===== config.mk =====
export PLATFORM = sky130hd
export DESIGN_NAME = fetch_stage
export DESIGN_NICKNAME = d
export VERILOG_FILES = /design/src/rtl/fetch_stage.sv
export SDC_FILE = /design/constraint.sdc
export NUM_CORES = 1
export LEC_CHECK = 0
export CAP_MARGIN = 30
export CORE_MARGIN = 2
export CORE_UTILIZATION = 25
export CTS_CLUSTER_SIZE = 25
export DETAILED_ROUTE_END_ITERATION = 10
export GPL_ROUTABILITY_DRIVEN = 0
export PLACE_DENSITY = 0.64
export RECOVER_POWER = 25
export SLEW_MARGIN = 20
export SYNTH_ARGS = -nofsm -noshare
export SYNTH_HDL_FRONTEND = slang
export SYNTH_SLANG_ARGS = --single-unit

===== constraint.sdc =====
create_clock -name CLK -period 2.3 [get_ports CLK]
set_input_delay 0.345 -clock CLK [delete_from_list [all_inputs] [get_ports CLK]]
set_output_delay 0.345 -clock CLK [all_outputs]
set_load 0.02 [all_outputs]

===== src/rtl/fetch_stage.sv =====
// rtl/fetch_stage.sv - next-PC selection, deferred redirect and IF/ID register for the MIPS fetch stage
// Optional FETCH_PERF_EN adds FETCH_CNT/STALL_CNT performance counters.
module fetch_stage #(
  parameter logic [31:0] PC_STEP  = 32'd4,
  parameter logic [31:0] NOP_WORD = 32'h0000_0000
) (
  input  logic        CLK,
  input  logic        RESET_N,
  input  logic [31:0] PC_OUT,
  input  logic [31:0] INSTR_IN,
  input  logic        STALL,
  input  logic        REDIRECT,
  input  logic [31:0] REDIRECT_PC,
  output logic [31:0] PC_IN,
  output logic        PC_CTRL,
  output logic [31:0] IF_ID_INSTR,
  output logic [31:0] IF_ID_PC4,
  output logic        IF_ID_VALID,
  output logic        MISALIGN
`ifdef FETCH_PERF_EN
  ,
  output logic [31:0] FETCH_CNT,
  output logic [31:0] STALL_CNT
`endif
);

  typedef enum logic {
    RUN  = 1'b0,
    PEND = 1'b1
  } state_t;

  state_t      state;
  state_t      state_nxt;
  logic [31:0] pend_pc;
  logic [31:0] pend_pc_nxt;
  logic [31:0] redirect_tgt;
  logic [31:0] pc_inc;
  logic        flush;
  logic        load;

  assign redirect_tgt = {REDIRECT_PC[31:2], 2'b00};
  assign pc_inc       = PC_OUT + PC_STEP;

  always_ff @(posedge CLK or negedge RESET_N) begin
    if (!RESET_N) begin
      state   <= RUN;
      pend_pc <= 32'h0;
    end else begin
      state   <= state_nxt;
      pend_pc <= pend_pc_nxt;
    end
  end

  // Redirect beats pending target beats sequential fetch; a flush always wins over stall.
  always_comb begin
    state_nxt   = state;
    pend_pc_nxt = pend_pc;
    PC_IN       = pc_inc;
    PC_CTRL     = RESET_N & ~STALL;
    flush       = 1'b0;
    load        = 1'b0;
    if (REDIRECT) begin
      PC_IN = redirect_tgt;
      flush = 1'b1;
      if (STALL) begin
        state_nxt   = PEND;
        pend_pc_nxt = redirect_tgt;
      end else begin
        state_nxt = RUN;
      end
    end else if (state == PEND) begin
      PC_IN = pend_pc;
      if (!STALL) begin
        flush     = 1'b1;
        state_nxt = RUN;
      end
    end else begin
      load = ~STALL;
    end
  end

  always_ff @(posedge CLK or negedge RESET_N) begin
    if (!RESET_N) begin
      IF_ID_INSTR <= NOP_WORD;
      IF_ID_PC4   <= 32'h0;
      IF_ID_VALID <= 1'b0;
      MISALIGN    <= 1'b0;
    end else begin
      if (flush) begin
        IF_ID_INSTR <= NOP_WORD;
        IF_ID_PC4   <= 32'h0;
        IF_ID_VALID <= 1'b0;
      end else if (load) begin
        IF_ID_INSTR <= INSTR_IN;
        IF_ID_PC4   <= pc_inc;
        IF_ID_VALID <= 1'b1;
      end
      MISALIGN <= REDIRECT & (|REDIRECT_PC[1:0]);
    end
  end

`ifdef FETCH_PERF_EN
  always_ff @(posedge CLK or negedge RESET_N) begin
    if (!RESET_N) begin
      FETCH_CNT <= 32'h0;
      STALL_CNT <= 32'h0;
    end else begin
      if (load)  FETCH_CNT <= FETCH_CNT + 32'd1;
      if (STALL) STALL_CNT <= STALL_CNT + 32'd1;
    end
  end
`endif

endmodule


==> metrics.txt <==
pin count of the biggest net entering global routing=51; htree depth=3; initial antenna violation count=1; syn avg cell area=10.8 um2; vias in the first global route=between 4,000 and 5,000; first-pass GRT wire length=25.2 mm; CTS tree=done; status=completed; Final WS setup=0.0789 ns; Tightest Pin Transition=~1.3 ns; final slew viol count=0; Post-Syn Nets=539; Tmin final=about 2.2 ns; CP Launch Type=input port; most common cell after layout, fill and taps aside=clkdlybuf4s50_1; Die ar.=0.0200 mm2; CTS Buffer Depth=2; Setup Skew=0.0103 ns; Leakage=3.61 nW; pre-CTS worst setup slack=-0.939 ns; PD cells=571 mW/mm2; Sink Count=between 90 and 100; vias per cell=4.62; total grt overflow=0; flops & latches, synth=97; Design Power=4.62 mW; VDD IR-drop max=0.362 mV; CP Max Fanout=7; CTS Buf Count=9; core area=0.0186 mm2; Top FF cell, synth=dfrtp_1; Synth Cell Area=between 0.004 and 0.005 mm2; RSZ-0062 raised after global routing=true; nets=between 800 and 900; post-synth cell types=43; Setup CP Type=input port to output port; most frequent cells in the layout=clkdlybuf4s50_1, dfrtp_1, buf_4; Seq/Total Area, Yosys=51.5%; non-filler cells, final=953; routed len/inst=~17 um; fin util=43.6%; Die Span Y=~140 um; clock tree root driver cell=clkbuf_16; first drt pass iteration count=4; Row Count=50; initial detailed-routing violation count=~140; CP required=around 2.0 ns; Min-Delay Path Class=input port to register; final setup vio count=0; share of layout cells above drive strength 1=between 20% and 30%; Ys Warns=0; post-DP HPWL=12.3 mm; ys async rst share=100%; num ports=around 200; Vias=around 4,400; placed inst area=around 0.0076 mm2; PortBufs=a little under 200; # Max-Cap Violations=0; final cycle utilization of the critical path=slightly below 100%; Final Cell Area=0.00809 mm2; Fmax=between 400 and 500 MHz; area delta synth->final=71.9%; clock-pin slew on the worst setup and hold paths=0.07 ns; ANT nets after route=0; Total Routing Usage GR=about 16%; Worst setup EP type=output port; WP data arrival=1.88 ns; die width=141 um; Routed WL=16.4 mm; Initial Util=25.3%; EDFF count, synth=0; dpl cells=932; Hold Vio Cnt, Final=0; later-pin clock latency in the skew report=0.35 ns; synthesized instance count=438; Worst slew margin=between 10% and 20%; # DRC=0
-- worst max-delay path, cell delays in order --
cell and delay [ns]:
buf_6 0.08, ha_2 0.19, nand3_2 0.13, or2_4 0.31, nor2_1 0.19, xnor2_2 0.13
a21oi_1 0.19, clkdlybuf4s15_1 0.32
-- metal layers --
layer,share of wire [%],vias up,track usage [%]
met5,0,-,0
met4,2.1,0,6.05
met2,46,136,26.1
li1,-,2146,-
met1,47,2100,22.3
met3,5.4,19,3.37
-- cell usage after synthesis, drive strengths merged (3+ instances only) --
| master | count | share of area (%) |
|---|---|---|
| nand2 | 51 | 4.1 |
| nor2b | 3 | 0.40 |
| nor2 | 12 | 0.96 |
| o31ai | 3 | 0.48 |
| o22ai | 7 | 0.93 |
| nor4 | 5 | 1.3 |
| and2 | 3 | 0.40 |
| buf | 9 | 1.0 |
| mux2i | 8 | 1.7 |
| xor2 | 13 | 2.4 |
| dfrtp | 97 | 52 |
| clkbuf | 20 | 1.6 |
| mux2 | 32 | 7.7 |
| nand2b | 3 | 0.40 |
| a21oi | 13 | 1.4 |
| nor3 | 4 | 0.43 |
| and4 | 6 | 1.1 |
| nand3 | 14 | 1.8 |
| xnor2 | 9 | 1.7 |
| a21boi | 4 | 0.64 |
| and3 | 3 | 0.40 |
| nand4 | 8 | 1.5 |
| o21ai | 45 | 4.9 |
| a22oi | 5 | 0.80 |
| inv | 6 | 0.48 |
| a22o | 44 | 8.2 |
-- sequential cells by signal (all words and copies together), names as in the netlist --
register and flops:
IF_ID_INSTR 32, pend_pc 30, IF_ID_PC4 32, IF_ID_VALID 1, MISALIGN 1, state 1
-- path summary, 6_finish.rpt --
| kind | cells past startpoint | from | slack (ns) | end |
|---|---|---|---|---|
| max | 8 | PC_OUT[3] | 0.08 | PC_IN[14] |
| min | 3 | PC_OUT[2] | 0.32 | IF_ID_PC4[2] |
| min reg2reg | 2 | IF_ID_PC4[24] | 0.46 | IF_ID_PC4[24] |
| min in group asynchronous | 2 | RESET_N | 0.33 | pend_pc[17] |
| max reg2reg | 8 | state | 0.52 | IF_ID_PC4[29] |
| max in group asynchronous | 3 | RESET_N | 0.48 | IF_ID_INSTR[3] |
-- where the power goes --
| group | leakage [nW] | switching, mW | internal [mW] |
|---|---|---|---|
| clock network | 0.145 | 0.700 | 0.876 |
| logic | 2.21 | 0.546 | 0.592 |
| registers | 1.25 | 0.0659 | 1.84 |
| total | 3.61 | 1.31 | 3.31 |
-- through the flow --
stage	setup TNS [ns]	hold WS, ns
6_report	0	0.321
5_1_grt	-0.0353	0.315
4_1_cts	-0.0635	0.324
3_5_place_dp	-19.18	0.160
3_3_place_gp	-18.61	0.158
2_1_floorplan	0	0.0494
-- timing repair --
| item | CTS | global route |
|---|---|---|
| buffers inserted | 4 | 2 |
| hold buffers | 1 | 0 |
| endpoints found under the setup margin | 31 | 21 |
| hold endpoints to repair | 2 | 0 |
| resized for setup | 161 | 55 |
| pin swaps | 24 | 14 |
-- cell families (layout without fill, tap and decap cells) --
family	count (synthesis)	count (layout)	synth area share (%)
AND/OR/NAND/NOR	117	117	13.6
XOR/XNOR	22	22	4.09
AO/OA/AOI/OAI	126	126	18.0
multiplexers	40	40	9.35
buffers and inverters	35	315	3.08
other	0	1	0
flip-flops	97	97	51.5
adder cells (fa/ha/maj)	1	1	0.266
-- area by class of cell --
cell class | instances | area [um2]
fill | 1819 | 10500
timing repair buffer | 293 | 2730
inverter | 6 | 22.5
antenna | 1 | 2.50
clock inverter | 6 | 67.6
multi-input combinational | 306 | 2320
tap | 234 | 293
clock buffer | 10 | 239
sequential | 97 | 2430
Power figures use the tool's default switching activity.
